## config.mk

```make
export PLATFORM = sky130hd
export DESIGN_NAME = riscv_multicycle_ctrl
export DESIGN_NICKNAME = d
export VERILOG_FILES = /design/src/rtl/riscv_multicycle_ctrl.sv
export SDC_FILE = /design/constraint.sdc
export NUM_CORES = 1
export LEC_CHECK = 0
export ABC_CLOCK_PERIOD_IN_PS = 2700
export CORE_AREA = 2 2 62 64
export DETAILED_ROUTE_END_ITERATION = 12
export DIE_AREA = 0 0 64 66
export HOLD_SLACK_MARGIN = 0.08
export PLACE_DENSITY = 0.81
export RECOVER_POWER = 50
export SLEW_MARGIN = 15
export SYNTH_ARGS = -nofsm -noshare
export SYNTH_HDL_FRONTEND = slang
export SYNTH_SLANG_ARGS = --single-unit
```

## constraint.sdc

```tcl
create_clock -name CLK -period 2.7 [get_ports CLK]
set_clock_uncertainty 0.15 [all_clocks]
set_input_delay 0.405 -clock CLK [delete_from_list [all_inputs] [get_ports CLK]]
set_output_delay 0.405 -clock CLK [all_outputs]
set_load 0.005 [all_outputs]
```

## src/rtl/riscv_multicycle_ctrl.sv

```systemverilog
// Multicycle control unit for the 64-bit RISC-V datapath: sequences fetch/decode/execute/memory/writeback.
// Optional macro CTRL_INSTRET_EN adds a 64-bit retired-instruction counter output (instret).
module riscv_multicycle_ctrl #(
  parameter int MEM_LATENCY = 1,
  parameter int INSTR_W     = 32
) (
  input  logic        CLK,
  input  logic        RST,
  input  logic [6:0]  opcode,
  input  logic [2:0]  funct3,
  input  logic        funct7b5,
  input  logic        alu_zero,
  output logic        pc_write,
  output logic        ir_load,
  output logic        ab_load,
  output logic        aluout_load,
  output logic        mem_instr_wr,
  output logic        mem_data_wr,
  output logic        mem_data_rd,
  output logic        reg_write,
  output logic [2:0]  alu_sel,
  output logic [1:0]  alu_src_a,
  output logic [1:0]  alu_src_b,
  output logic [1:0]  pc_src,
  output logic [1:0]  wb_src,
  output logic [3:0]  state,
  output logic        trap
`ifdef CTRL_INSTRET_EN
  ,
  output logic [63:0] instret
`endif
);

  typedef enum logic [3:0] {
    S_RESET  = 4'd0,  S_FETCH  = 4'd1,  S_DECODE = 4'd2,  S_EXEC_R = 4'd3,
    S_EXEC_I = 4'd4,  S_ADDR   = 4'd5,  S_MEM_RD = 4'd6,  S_MEM_WR = 4'd7,
    S_WB_ALU = 4'd8,  S_WB_MEM = 4'd9,  S_BRANCH = 4'd10, S_JAL    = 4'd11,
    S_JALR   = 4'd12, S_LUI    = 4'd13, S_TRAP   = 4'd14
  } state_t;

  typedef struct packed {
    logic       pc_write;
    logic       ir_load;
    logic       ab_load;
    logic       aluout_load;
    logic       mem_data_wr;
    logic       mem_data_rd;
    logic       reg_write;
    logic       trap;
    logic [2:0] alu_sel;
    logic [1:0] alu_src_a;
    logic [1:0] alu_src_b;
    logic [1:0] pc_src;
    logic [1:0] wb_src;
  } ctl_t;

  localparam logic [6:0] OP_R      = 7'b0110011;
  localparam logic [6:0] OP_I      = 7'b0010011;
  localparam logic [6:0] OP_LOAD   = 7'b0000011;
  localparam logic [6:0] OP_STORE  = 7'b0100011;
  localparam logic [6:0] OP_BRANCH = 7'b1100011;
  localparam logic [6:0] OP_JAL    = 7'b1101111;
  localparam logic [6:0] OP_JALR   = 7'b1100111;
  localparam logic [6:0] OP_LUI    = 7'b0110111;

  localparam logic [2:0] LAT = 3'(MEM_LATENCY);
  // funct7b5 lives in instruction bit 30; a narrower word cannot be decoded.
  localparam logic DECODE_OK = (INSTR_W >= 31);

  function automatic logic f3_legal(input logic [2:0] f3);
    return (f3 == 3'b000) || (f3 == 3'b111) || (f3 == 3'b100) || (f3 == 3'b110);
  endfunction

  function automatic logic [2:0] alu_op(input logic [2:0] f3, input logic sub);
    case (f3)
      3'b000:  return sub ? 3'b010 : 3'b001;
      3'b111:  return 3'b011;
      3'b100:  return 3'b100;
      3'b110:  return 3'b110;
      default: return 3'b000;
    endcase
  endfunction

  state_t     state_q, state_nxt;
  logic [2:0] cnt_q, cnt_nxt;
  ctl_t       ctl_q, ctl_nxt;
  logic       branch_take;

  always_comb begin
    state_nxt = state_q;
    case (state_q)
      S_RESET:  state_nxt = S_FETCH;
      S_FETCH:  if (cnt_q == LAT) state_nxt = S_DECODE;
      S_DECODE: begin
        if (!DECODE_OK) state_nxt = S_TRAP;
        else begin
          case (opcode)
            OP_R:               state_nxt = S_EXEC_R;
            OP_I:               state_nxt = S_EXEC_I;
            OP_LOAD, OP_STORE:  state_nxt = S_ADDR;
            OP_BRANCH:          state_nxt = S_BRANCH;
            OP_JAL:             state_nxt = S_JAL;
            OP_JALR:            state_nxt = S_JALR;
            OP_LUI:             state_nxt = S_LUI;
            default:            state_nxt = S_TRAP;
          endcase
        end
      end
      S_EXEC_R, S_EXEC_I: state_nxt = f3_legal(funct3) ? S_WB_ALU : S_TRAP;
      S_ADDR:   state_nxt = (opcode == OP_LOAD) ? S_MEM_RD : S_MEM_WR;
      S_MEM_RD: if (cnt_q == LAT) state_nxt = S_WB_MEM;
      S_MEM_WR, S_WB_ALU, S_WB_MEM, S_JAL, S_JALR: state_nxt = S_FETCH;
      S_BRANCH: state_nxt = (funct3[2:1] == 2'b00) ? S_FETCH : S_TRAP;
      S_LUI:    state_nxt = S_WB_ALU;
      S_TRAP:   state_nxt = S_TRAP;
      default:  state_nxt = S_TRAP;
    endcase
  end

  // Wait counter only runs while a memory-timed state repeats itself.
  always_comb begin
    cnt_nxt = 3'd0;
    if ((state_nxt == state_q) && ((state_q == S_FETCH) || (state_q == S_MEM_RD)))
      cnt_nxt = cnt_q + 3'd1;
  end

  // Outputs are decoded from the next state and registered, so they line up with state_q.
  always_comb begin
    ctl_nxt = '0;
    case (state_nxt)
      S_FETCH: if (cnt_nxt == LAT) begin
        ctl_nxt.pc_write  = 1'b1;
        ctl_nxt.ir_load   = 1'b1;
        ctl_nxt.alu_sel   = 3'b001;
        ctl_nxt.alu_src_b = 2'b01;
      end
      S_DECODE: begin
        ctl_nxt.ab_load     = 1'b1;
        ctl_nxt.aluout_load = 1'b1;
        ctl_nxt.alu_sel     = 3'b001;
        ctl_nxt.alu_src_a   = 2'b01;
        ctl_nxt.alu_src_b   = 2'b10;
      end
      S_EXEC_R: begin
        ctl_nxt.aluout_load = 1'b1;
        ctl_nxt.alu_sel     = alu_op(funct3, funct7b5);
        ctl_nxt.alu_src_a   = 2'b10;
      end
      S_EXEC_I: begin
        ctl_nxt.aluout_load = 1'b1;
        ctl_nxt.alu_sel     = alu_op(funct3, 1'b0);
        ctl_nxt.alu_src_a   = 2'b10;
        ctl_nxt.alu_src_b   = 2'b10;
      end
      S_ADDR: begin
        ctl_nxt.aluout_load = 1'b1;
        ctl_nxt.alu_sel     = 3'b001;
        ctl_nxt.alu_src_a   = 2'b10;
        ctl_nxt.alu_src_b   = 2'b10;
      end
      S_MEM_RD: ctl_nxt.mem_data_rd = 1'b1;
      S_MEM_WR: ctl_nxt.mem_data_wr = 1'b1;
      S_WB_ALU: ctl_nxt.reg_write   = 1'b1;
      S_WB_MEM: begin
        ctl_nxt.reg_write = 1'b1;
        ctl_nxt.wb_src    = 2'b01;
      end
      S_BRANCH: begin
        ctl_nxt.alu_sel   = 3'b010;
        ctl_nxt.alu_src_a = 2'b10;
        ctl_nxt.pc_src    = 2'b01;
      end
      S_JAL: begin
        ctl_nxt.reg_write = 1'b1;
        ctl_nxt.wb_src    = 2'b10;
        ctl_nxt.pc_write  = 1'b1;
        ctl_nxt.pc_src    = 2'b01;
      end
      S_JALR: begin
        ctl_nxt.reg_write = 1'b1;
        ctl_nxt.wb_src    = 2'b10;
        ctl_nxt.pc_write  = 1'b1;
        ctl_nxt.pc_src    = 2'b10;
        ctl_nxt.alu_sel   = 3'b001;
        ctl_nxt.alu_src_a = 2'b10;
        ctl_nxt.alu_src_b = 2'b10;
      end
      S_LUI: begin
        ctl_nxt.aluout_load = 1'b1;
        ctl_nxt.alu_sel     = 3'b000;
        ctl_nxt.alu_src_b   = 2'b10;
      end
      S_TRAP:  ctl_nxt.trap = 1'b1;
      default: ctl_nxt = '0;
    endcase
  end

  always_ff @(posedge CLK or negedge RST) begin
    if (!RST) begin
      state_q <= S_RESET;
      cnt_q   <= 3'd0;
      ctl_q   <= '0;
    end else begin
      state_q <= state_nxt;
      cnt_q   <= cnt_nxt;
      ctl_q   <= ctl_nxt;
    end
  end

  // Branch outcome needs the live zero flag, so this is the one combinational enable.
  assign branch_take = (state_q == S_BRANCH) &&
                       (((funct3 == 3'b000) && alu_zero) || ((funct3 == 3'b001) && !alu_zero));

  assign pc_write     = ctl_q.pc_write | branch_take;
  assign ir_load      = ctl_q.ir_load;
  assign ab_load      = ctl_q.ab_load;
  assign aluout_load  = ctl_q.aluout_load;
  assign mem_instr_wr = 1'b0;
  assign mem_data_wr  = ctl_q.mem_data_wr;
  assign mem_data_rd  = ctl_q.mem_data_rd;
  assign reg_write    = ctl_q.reg_write;
  assign alu_sel      = ctl_q.alu_sel;
  assign alu_src_a    = ctl_q.alu_src_a;
  assign alu_src_b    = ctl_q.alu_src_b;
  assign pc_src       = ctl_q.pc_src;
  assign wb_src       = ctl_q.wb_src;
  assign trap         = ctl_q.trap;
  assign state        = state_q;

`ifdef CTRL_INSTRET_EN
  always_ff @(posedge CLK or negedge RST) begin
    if (!RST) instret <= 64'd0;
    else if ((state_nxt == S_FETCH) && (state_q != S_FETCH) &&
             (state_q != S_RESET) && (state_q != S_TRAP))
      instret <= instret + 64'd1;
  end
`endif

endmodule

```

=== Word-level counts from Yosys, hierarchy flattened ===
Index checks and enable logic that the tools add are counted.

* Bitwise logic cells: 1
* Reduce and logical (&&, ||, !) cells: 23
* Equality and inequality tests: 42
* $add $sub $neg: 1
* Multiplexer cells: 27

{| class="wikitable"
|+ Operators by type and width
! operator !! count
|-
| $eq 4x4->1 const B || 13
|-
| $eq 4x3->1 const B || 8
|-
| $pmux 4 s8 || 1
|-
| $pmux 4 s7 || 1
|-
| $pmux 3 s4 || 2
|-
| $eq 7x6->1 const B || 3
|-
| $eq 7x7->1 const B || 3
|-
| $eq 4x2->1 const B || 4
|-
| $pmux 2 s2 || 4
|-
| $pmux 3 s5 || 1
|-
| $reduce_or 5->1 || 3
|-
| $mux 4 || 3
|-
| $mux 1 || 10
|-
| $eq 3x1->1 const B || 3
|-
| $eq 3x3->1 const B || 3
|-
| $eq 4x1->1 const B || 2
|-
| $reduce_or 2->1 || 4
|-
| $eq 7x2->1 const B || 1
|-
| $eq 7x5->1 const B || 1
|-
| $mux 3 || 2
|-
| $reduce_or 6->1 || 1
|-
| $logic_or 1x1->1 || 5
|-
| $eq 4x4->1 || 1
|-
| $logic_and 1x1->1 || 4
|-
| 10 further kinds || 11
|}

* Output and inout bits: 24
* Register bits after elaboration: 26
* Bits of input ports: 14

=== Logic depth before layout (Yosys ltp) ===
* Depth after elaboration: 12
* Mapped depth: 10

=== Worst setup path before layout ===
No wires, ideal clock.

* Path type: register to register
* Start point: register state_q[3] (netlist: state[3])
* End point: register ctl_q, in the netlist alu_sel[0]
* Library setup time: 124 ps
* Arrival: 1977 ps
* Path slack: 449 ps
* Clock period less this slack: 2251 ps
* Buffers on the path: 1
* Cell stages (with the launch flop): 9
* Cells stage by stage: dfrtp_1 buf_6 or4b_4 a41oi_2 o41ai_2 nand3b_2 nor2_1 a31o_1 a211o_1

{| class="wikitable"
|+ RTL lines
! item !! RTL line !! RTL
|-
| start: declaration || 84 || <nowiki>state_t state_q, state_nxt;</nowiki>
|-
| start signal: assignment || 204 || <nowiki>state_q <= state_nxt;</nowiki>
|-
| end signal: assignment || 206 || <nowiki>ctl_q <= ctl_nxt;</nowiki>
|-
| end: declaration || 86 || <nowiki>ctl_t ctl_q, ctl_nxt;</nowiki>
|}

=== Worst setup path in the final report ===
* Start point: register state_q[1] (netlist: state[1])
* End point: output pc_write

* Word-level cells in the longest chain between the ends: 3

{| class="wikitable"
|+ RTL lines
! item !! RTL line !! RTL
|-
| $eq 4x4->1 || 211 || <nowiki>assign branch_take = (state_q == S_BRANCH) &&</nowiki>
|-
| $logic_and 1x1->1 || 211 ||
|-
| $or 1x1->1 || 214 || <nowiki>assign pc_write = ctl_q.pc_write | branch_take;</nowiki>
|-
| end: declaration || 13 || <nowiki>output logic pc_write,</nowiki>
|}

Every way passes these cells.

==> impl_metrics.env <==
export IMPL_run_status="completed"
export IMPL_clk_transition_reported_paths_ps=120
export IMPL_numPlacedInstances=245
export IMPL_wl_mm=3.456
export IMPL_cts_setup_buffers=0
export IMPL_drt_pass1_iter_count=4
export IMPL_numPortBuffers=36
export IMPL_cp_start_kind="register"
export IMPL_top_level_ports=38
export IMPL_final_setup_tns_ps=0
export IMPL_max_freq_mhz=406.7
export IMPL_first_global_vias=1285
export IMPL_synthCells=154
export IMPL_row_count=22
export IMPL_leakage_nw=0.9464
export IMPL_worstSetupEndpointType="primary output"
export IMPL_fin_area_um2=2024
export IMPL_place_ws_ps=-73.93
export IMPL_antenna_found_initial=0
export IMPL_dpl_instance_area_um2=2002
export IMPL_area_growth_pct=32.73
export IMPL_clk_path_buf_depth=2
export IMPL_ys_warnings_count=0
export IMPL_clock_root_buffer="clkbuf_4"
export IMPL_clk_insertion_delay_late_ps=310
export IMPL_routabilityCongestion=0.9332
export IMPL_global_route_overflow_total=0
export IMPL_report_final_setup_viol=0
export IMPL_fp_dieH_um=66
export IMPL_number_of_distinct_library_cells_after_synthesis=56
export IMPL_fin_worst_hold_slack_ps=466.2
export IMPL_final_max_slew_viol_count=0
export IMPL_cp_arrival_ps=1900
export IMPL_setup_ws_ps=241.1
export IMPL_vias_post_dr=1312
export IMPL_most_common_layout_cells="27 x clkdlybuf4s50_1, 25 x dfrtp_1, 24 x buf_4, 16 x nor2_1, 9 x dlygate4sd3_1"
export IMPL_timing_max_cap_violations=0
export IMPL_largest_vdd_supply_drop_mv=0.5739
export IMPL_finalWorstPathRequiredPeriod_ps=2459
export IMPL_floorplan_initialDensity_pct=42.95
export IMPL_slew_headroom_pct=13.58
export IMPL_max_slew_worst_pin_slew_ps=1296
export IMPL_final_hold_violation_count=0
export IMPL_power_density_cell_area_nw_per_um2=945.7
export IMPL_synth_seq_area_share_pct=41.02
export IMPL_path_max_fanout=11
export IMPL_net_count_after_synthesis=170
export IMPL_insertedDiodeCount=0
export IMPL_cts_hold_buf=0
export IMPL_synth_top_flop_cell="dfrtp_1"
export IMPL_tritoncts_num_buffers=3
export IMPL_timing_hold_worst_path_depth=2
export IMPL_final_core_utilization_pct=57.01
export IMPL_cts_tree="built"
export IMPL_synthesis_area_per_instance_um2=9.904
export IMPL_wire_per_inst_um=13.88
export IMPL_asyncSetResetFlopFracSynth_pct=100.0
export IMPL_yosys_register_bits=25
export IMPL_drt_iter0_drc=47
export IMPL_grtUsageTotal_pct=18.19
export IMPL_detail_route_antenna_nets=0
export IMPL_min_period_over_period_pct=91.07
export IMPL_chipWidth_um=64
export IMPL_count_of_flip_flops_with_a_built_in_enable_after_synthesis=0
export IMPL_critPathRequiredTime_ps=2140
export IMPL_grt_start_max_net_pins=26
export IMPL_ff2ff_setup_slack_ps=280
export IMPL_clock_sinks=25
export IMPL_min_path_type="reg2reg"
export IMPL_stdcell_count=249
export IMPL_synthesis_area_um2=1525
export IMPL_power_mw=1.915
export IMPL_post_cts_resized=0
export IMPL_floorplan_die_area_um2=4224
export IMPL_fp_coreArea_um2=3551
export IMPL_timing_worst_setup_path_type="reg2out"
export IMPL_drt_vias_per_instance=5.269
export IMPL_layout_cells_most_common="clkdlybuf4s50_1"
export IMPL_final_layout_size_suffix_gt1_share_pct=20.90
export IMPL_fin_nets=218
export IMPL_drt_drc_violations_left=0
export IMPL_wire_length_of_the_first_global_routing_pass_mm=5.989
export IMPL_htreeDepth=1
export IMPL_worstRegToRegCells=8
export IMPL_unrepaired_setup_endpoints_after_global_routing="no"
export IMPL_hpwl_mm=2.652
worst max-delay path, cell delays in order, from the launching register on:
cell             delay [ps]
dfrtp_1                 570
inv_1                   140
nor2_1                  190
a41o_1                  200
clkdlybuf4s50_1         490
power by group:
part / internal [mW] / total (mW) / switching [mW] / leakage, nW
Clock: 0.0577 / 0.162 / 0.104 / 0.0150
Combinational: 0.611 / 1.20 / 0.590 / 0.595
Sequential: 0.475 / 0.551 / 0.0759 / 0.336
per-layer routing:
layer	track usage, %	routed length (um)	vias to the layer above
met5	0	0	-
met3	3.578	189	2
met1	24.49	1569	627
met4	4.620	28	0
met2	29.95	1668	47
li1	-	-	636
final timing paths:
| path | endpoint | from |
|---|---|---|
| min in group asynchronous | pc_src[1]$_DFF_PN0_ | RST |
| max in group asynchronous | state[0]$_DFF_PN0_ | RST |
| setup reg to reg | alu_sel[0]$_DFF_PN0_ | state[1]$_DFF_PN0_ |
| hold / removal | cnt_q[2]$_DFF_PN0_ | cnt_q[2]$_DFF_PN0_ |
| hold reg to reg | cnt_q[2]$_DFF_PN0_ | cnt_q[2]$_DFF_PN0_ |
| setup / recovery | pc_write | state[1]$_DFF_PN0_ |
registers in the layout, summed over array words and instances, names as in the netlist, 2 cells and up:
signal,cells
cnt_q,3
state,4
pc_src,2
alu_src_b,2
alu_sel,3
wb_src,2
cell usage after synthesis, types with 3 or more instances:
cell      number  area [um2]
buf_4         14       105.1
dfrtp_1       25       625.6
nor2_1        16       60.06
inv_1          5       18.77
and3_1         3       18.77
nand2b_1       8       50.05
nand2_1        8       30.03
nor3_1         5       25.02
buf_2          3       15.01
o22ai_1        3       18.77
area by class of cell:
cell class	instances	area, um2
tap	48	60.06
timing repair buffer	61	544.3
fill	295	1526
inverter	5	18.77
sequential	25	625.6
clock buffer	4	26.28
multi-input combinational	106	749.5
logic make-up (layout without fill, tap and decap cells):
| group | after synthesis | in the layout | share of synthesized area [%] |
|---|---|---|---|
| buf+inv | 23 | 70 | 9.844 |
| xor+xnor | 4 | 4 | 2.297 |
| other cells | 1 | 1 | 0.2459 |
| fa+ha+maj | 2 | 2 | 1.640 |
| simple gates | 66 | 66 | 25.84 |
| flops | 25 | 25 | 41.02 |
| compound gates | 33 | 33 | 19.12 |
(Power assumes the default switching activity.)
